==> config.mk <==
export PLATFORM = sky130hd
export DESIGN_NAME = intlv_commutator
export DESIGN_NICKNAME = d
export VERILOG_FILES = /design/src/rtl/intlv_pkg.sv /design/src/rtl/intlv_branch_mux.sv /design/src/rtl/intlv_commutator.sv
export SDC_FILE = /design/constraint.sdc
export NUM_CORES = 1
export LEC_CHECK = 0
export BUFFER_PORTS_ARGS = -buffer_cell sky130_fd_sc_hd__buf_2
export CORE_MARGIN = 1
export CORE_UTILIZATION = 45
export CTS_BUF_LIST = sky130_fd_sc_hd__clkbuf_4 sky130_fd_sc_hd__clkbuf_8 sky130_fd_sc_hd__clkbuf_16
export DETAILED_ROUTE_END_ITERATION = 8
export PLACE_DENSITY_LB_ADDON = 0.2
export SYNTH_ARGS = -nofsm -noshare
export SYNTH_HDL_FRONTEND = slang
export SYNTH_HIERARCHICAL = 1
export SYNTH_SLANG_ARGS = --single-unit
==> constraint.sdc <==
create_clock -name clk -period 1.9 [get_ports clk]
set_input_delay 0.19 -clock clk [delete_from_list [all_inputs] [get_ports clk]]
set_output_delay 0.19 -clock clk [all_outputs]
set_load 0.02 [all_outputs]
==> src/rtl/intlv_pkg.sv <==
// Shared types and parameter defaults for the convolutional interleaver commutator.
package intlv_pkg;

    typedef enum logic {
        SEARCH = 1'b0,
        LOCKED = 1'b1
    } state_t;

    localparam int unsigned NUM_BRANCH_DEF = 12;
    localparam int unsigned PKT_LEN_DEF    = 204;
    localparam logic [7:0]  SYNC_BYTE_DEF  = 8'h47;
    localparam int unsigned MISS_MAX_DEF   = 3;

endpackage

==> src/rtl/intlv_branch_mux.sv <==
// Combinational NUM_BRANCH:1 byte selector over the packed delay-line outputs.
module intlv_branch_mux
    import intlv_pkg::*;
#(
    parameter int unsigned NUM_BRANCH = NUM_BRANCH_DEF,
    parameter int unsigned SEL_W      = (NUM_BRANCH > 1) ? $clog2(NUM_BRANCH) : 1
) (
    input  logic [8*NUM_BRANCH-1:0] branch_q,
    input  logic [SEL_W-1:0]        sel,
    output logic [7:0]              byte_c
);

    always_comb begin
        byte_c = '0;
        for (int j = 0; j < NUM_BRANCH; j++) begin
            if (sel == SEL_W'(j)) begin
                byte_c = branch_q[8*j +: 8];
            end
        end
    end

endmodule

==> src/rtl/intlv_commutator.sv <==
// Input commutator of a byte-wise convolutional interleaver with sync-byte packet lock.
// Optional sync-loss detection is enabled by defining INTLV_SYNC_CHECK_EN.
module intlv_commutator
    import intlv_pkg::*;
#(
    parameter int unsigned NUM_BRANCH = NUM_BRANCH_DEF,
    parameter int unsigned PKT_LEN    = PKT_LEN_DEF,
    parameter logic [7:0]  SYNC_BYTE  = SYNC_BYTE_DEF,
    parameter int unsigned MISS_MAX   = MISS_MAX_DEF
) (
    input  logic                    clk,
    input  logic                    reset,
    input  logic [7:0]              data_in,
    input  logic                    valid_in,
    input  logic [8*NUM_BRANCH-1:0] branch_q,
    output logic [7:0]              branch_data,
    output logic [NUM_BRANCH-1:0]   branch_en,
    output logic [7:0]              data_out,
    output logic                    valid_out,
    output logic                    locked
);

    localparam int unsigned BW = (NUM_BRANCH > 1) ? $clog2(NUM_BRANCH) : 1;
    localparam int unsigned CW = (PKT_LEN > 1) ? $clog2(PKT_LEN) : 1;

    state_t                  state_q, state_n;
    logic [BW-1:0]           idx_q, idx_n;
    logic [CW-1:0]           cnt_q, cnt_n;
    logic [7:0]              bdata_n, dout_n;
    logic [NUM_BRANCH-1:0]   ben_n;
    logic                    vout_n;
    logic                    accept;
    logic [7:0]              sel_byte_c;

`ifdef INTLV_SYNC_CHECK_EN
    localparam int unsigned MW = (MISS_MAX > 1) ? $clog2(MISS_MAX + 1) : 1;
    logic [MW-1:0]           miss_q, miss_n;
`endif

    intlv_branch_mux #(
        .NUM_BRANCH (NUM_BRANCH),
        .SEL_W      (BW)
    ) u_mux (
        .branch_q (branch_q),
        .sel      (idx_q),
        .byte_c   (sel_byte_c)
    );

    // Next-state and output decode
    always_comb begin
        state_n = state_q;
        idx_n   = idx_q;
        cnt_n   = cnt_q;
        bdata_n = branch_data;
        dout_n  = data_out;
        ben_n   = '0;
        vout_n  = 1'b0;
        accept  = 1'b0;
`ifdef INTLV_SYNC_CHECK_EN
        miss_n  = miss_q;
`endif

        case (state_q)
            SEARCH: begin
                if (valid_in && (data_in == SYNC_BYTE)) begin
                    accept  = 1'b1;
                    state_n = LOCKED;
                end
            end
            LOCKED: begin
                if (valid_in) begin
                    accept = 1'b1;
`ifdef INTLV_SYNC_CHECK_EN
                    // Packet start must carry the sync byte; too many misses drop lock
                    if (cnt_q == '0) begin
                        if (data_in != SYNC_BYTE) begin
                            if (miss_q == MW'(MISS_MAX - 1)) begin
                                accept  = 1'b0;
                                state_n = SEARCH;
                                miss_n  = '0;
                                idx_n   = '0;
                                cnt_n   = '0;
                            end else begin
                                miss_n = miss_q + MW'(1);
                            end
                        end else begin
                            miss_n = '0;
                        end
                    end
`endif
                end
            end
            default: state_n = SEARCH;
        endcase

        if (accept) begin
            for (int j = 0; j < NUM_BRANCH; j++) begin
                ben_n[j] = (idx_q == BW'(j));
            end
            bdata_n = data_in;
            dout_n  = sel_byte_c;
            vout_n  = 1'b1;
            idx_n   = (idx_q == BW'(NUM_BRANCH - 1)) ? '0 : idx_q + BW'(1);
            cnt_n   = (cnt_q == CW'(PKT_LEN - 1)) ? '0 : cnt_q + CW'(1);
        end
    end

    always_ff @(posedge clk or negedge reset) begin
        if (!reset) begin
            state_q     <= SEARCH;
            idx_q       <= '0;
            cnt_q       <= '0;
            branch_data <= '0;
            branch_en   <= '0;
            data_out    <= '0;
            valid_out   <= 1'b0;
            locked      <= 1'b0;
        end else begin
            state_q     <= state_n;
            idx_q       <= idx_n;
            cnt_q       <= cnt_n;
            branch_data <= bdata_n;
            branch_en   <= ben_n;
            data_out    <= dout_n;
            valid_out   <= vout_n;
            locked      <= (state_n == LOCKED);
        end
    end

`ifdef INTLV_SYNC_CHECK_EN
    always_ff @(posedge clk or negedge reset) begin
        if (!reset) begin
            miss_q <= '0;
        end else begin
            miss_q <= miss_n;
        end
    end
`endif

endmodule

==> results by group <==
Clock network
  – Cts bufs inserted: 5
  – H-tree depth: 2
  – Clock Path Buffers: 2
  – Root buf cell: clkbuf_8
  – Clock slew at reported path FFs: 0.07 ns
  – CTS tree: yes
  – Worst-skew pair later-pin latency: around 0.27 ns
  – # clock sinks: 34

STA
  – Endpoints failing setup: 0
  – Worst Skew: 0.00780 ns
  – Slew Viols, Final: 0
  – Hold Fails Final Rpt: 0
  – Hold Slack: 0.162 ns
  – Final TNS setup: 0 ns
  – Final Critical Period: 1.74 ns
  – Unrepaired setup endpoints after global routing: no
  – Fmax: 574 MHz
  – Period utilisation layout: 91.7%
  – Rel. slew slack: 51.1%
  – Worst slew pin tran: 0.734 ns

Final layout
  – Diode count: 0
  – Nets@finish: between 400 and 500
  – Area of the multi-input gates: approximately 0.0014 mm²
  – Layout cells sized above 1: roughly half
  – Design area: 0.00328 mm²
  – Synthesis-to-finish area growth: 36.9%
  – Most frequent cells in the layout: 136 x buf_2, 33 x dfrtp_1, 24 x nand2_1
  – Final core utilization: 64.2%
  – FILL cells: 457
  – Seq. cell area: between 800 and 900 µm²
  – Most common cell after layout, fill and taps aside: buf_2

Global route
  – Gr ovfl total: 0
  – Grt met3 use: about 4.8%
  – Largest net degree at the start of global routing: 40
  – GR Layer Usage met1: around 28%
  – Initial antenna violation count: 0
  – Gr busiest metal: met2
  – GRT Total Usage: between 20% and 30%
  – First-pass GRT wire length: between 9000 and 10,000 µm
  – GR Layer Usage met2: 40.8%
  – Vias in the first global route: about 2.1k

Worst hold path
  – Worst hold path stage count: 2
  – Min-Delay Startpoint: data_in[1]
  – Type of the tightest min-delay check: in -> reg
  – Worst Hold Path EP: branch_data[1]

Worst setup path
  – Worst path slowest cell: mux4_2
  – Reg2reg setup slack: 0.16 ns
  – Worst Setup End Kind: flip-flop
  – Worst Path Required: between 2 and 2.5 ns
  – Largest delay share family, worst path: multiplexers
  – WP data arrival: 1.90 ns
  – CP Cell Sequence: buf_4 -> mux4_2 -> mux2i_1 -> o21ai_1 -> mux2_2
  – WS Path Type: reg -> reg
  – Reg2Reg Launch Point: idx_q[0]
  – Crit path buffers/inverters: 1
  – CP Launch Type: flip-flop
  – R2R cell count: 5
  – Maximum fanout along the worst path: 6
  – FF-to-FF End: data_out[3]
  – Slowest cell delay on critical path: slightly below 0.5 ns

Power
  – Power per cell area: 1220 mW/mm²
  – Max VDD drop: 756 µV
  – Leakage power: roughly 1.6 nW

Routing
  – Drt total wl: 6450 µm
  – Initial DRC count: 68
  – Antenna viol nets, final: 0
  – First drt pass iteration count: 4
  – DR WL/cell: 14.3 µm
  – Via/cell ratio: about 5.3
  – Via count: 2,373
  – Residual DRC: 0

Job
  – Max-cap violations: 0

Synthesis
  – Post-Syn Area: 0.00240 mm²
  – Mean Syn Cell Area: ~9.9 µm²
  – Synth warn: 6
  – Syn Inst Count: 241
  – Main synth FF type: dfrtp_1
  – Post-synth cell types: 50
  – Async SR Flop Fraction: 100%
  – Flops & latches, synth: 34
  – Syn nets: 352
  – Number of flops mapped to enable cells by yosys: 0
  – Sequential fraction of the synthesis area: 35.5%

Floorplan
  – Num rows: 26
  – Num ports: 137
  – Core area: 0.00511 mm²
  – Die Wd: 75.0 µm
  – Initial core utilization: 46.9%
  – Die Height: 75.0 µm
  – Die area: around 0.0056 mm²

Run status
  – Status: finished, final reports clean

Place
  – Placed cell areas: 0.00317 mm²
  – Routability Congestion: 0.824
  – Hpwl dp: about 5000 µm
  – Buffers added on ports: approximately 140
[kinds of logic (layout without fill, tap and decap cells)]
group / Yosys count / after routing / share of synthesized area, %
AND/OR/NAND/NOR: 76 / 76 / 17.6
AO/OA/AOI/OAI: 63 / 63 / 17.5
multiplexers: 36 / 36 / 19.6
flip-flops: 34 / 34 / 35.5
buffers and inverters: 27 / 168 / 7.26
adder cells (fa/ha/maj): 4 / 4 / 2.09
XOR/XNOR: 1 / 1 / 0.366
[layout make-up]
type | count | share of cell area (%)
Multi-Input combinational cell | 180 | 41.8
Sequential cell | 34 | 26.0
Timing Repair Buffer | 153 | 25.9
Clock buffer | 7 | 2.75
Tap cell | 70 | 2.67
Inverter | 7 | 0.801
Clock inverter | 1 | 0.153
[per-stage QoR]
step	power, W	setup WS (ns)	cells
5_1_grt	0.00430	0.0825	452
3_5_place_dp	0.00344	0.0828	442
2_1_floorplan	0.00277	0.210	241
3_3_place_gp	0.00342	0.109	442
4_1_cts	0.00401	0.0854	451
6_report	0.00399	0.158	452
[flip-flops by register name, indices dropped and copies added (netlist names)]
signal and flops:
data_out 8, valid_out 1, branch_data 8, branch_en 12, state_q 1, idx_q 4
[how the worst max path moves through the flow]
stage,from,to,slack (ns),cells past startpoint
floorplan,idx_q[0],data_out[3],0.21,5
global placement,idx_q[0],data_out[7],0.11,5
detailed placement,idx_q[0],data_out[7],0.08,5
CTS,idx_q[0],data_out[7],0.09,5
global route,idx_q[0],data_out[4],0.08,7
finish,idx_q[0],data_out[3],0.16,5
[what timing repair did]
| item | CTS | global route |
|---|---|---|
| hold buffers | 1 | 0 |
| hold endpoints to repair | 27 | 0 |
| endpoints found under the setup margin | 0 | 2 |
| buffers inserted | 0 | 1 |
| resized for setup | 0 | 0 |
[cell usage after synthesis (all sizes together) (2+ instances only)]
cell type	number	area [µm²]
o22ai	2	12.5
a32oi	5	43.8
nor2b	6	37.5
dfrtp	34	851
o21ai	27	135
nand4b	5	43.8
o2111ai	3	26.3
nand2b	2	12.5
nand3b	2	15.0
buf	17	136
mux2	22	248
a21oi	9	45.0
nor2	5	23.8
o41ai	2	36.3
and2	7	43.8
nor3	11	55.1
mux4	6	143
nand2	25	96.4
and3	4	25.0
a21boi	3	22.5
inv	7	26.3
ha	4	50.1
nand3	5	25.0
mux2i	8	80.1
clkbuf	3	11.3
nor3b	2	26.3
[per-layer routing]
layer  vias up  share of wire (%)
met5         -                  0
met4         0               0.25
met3         2                7.3
met2        99                 51
met1      1101                 41
li1       1171                  -
[worst reg2reg max path, cell delays in order, from the launching register on]
cell,delay (ns)
dfrtp_2,0.44
buf_4,0.17
mux4_2,0.49
mux2i_1,0.17
o21ai_1,0.08
mux2_2,0.27
[power breakdown]
part           switching (W)  internal, W  total (W)
registers           0.000148     0.000900    0.00105
logic                0.00129      0.00110    0.00239
clock network       0.000238     0.000306   0.000544
total                0.00168      0.00231    0.00399
(Power assumes the default switching activity.)
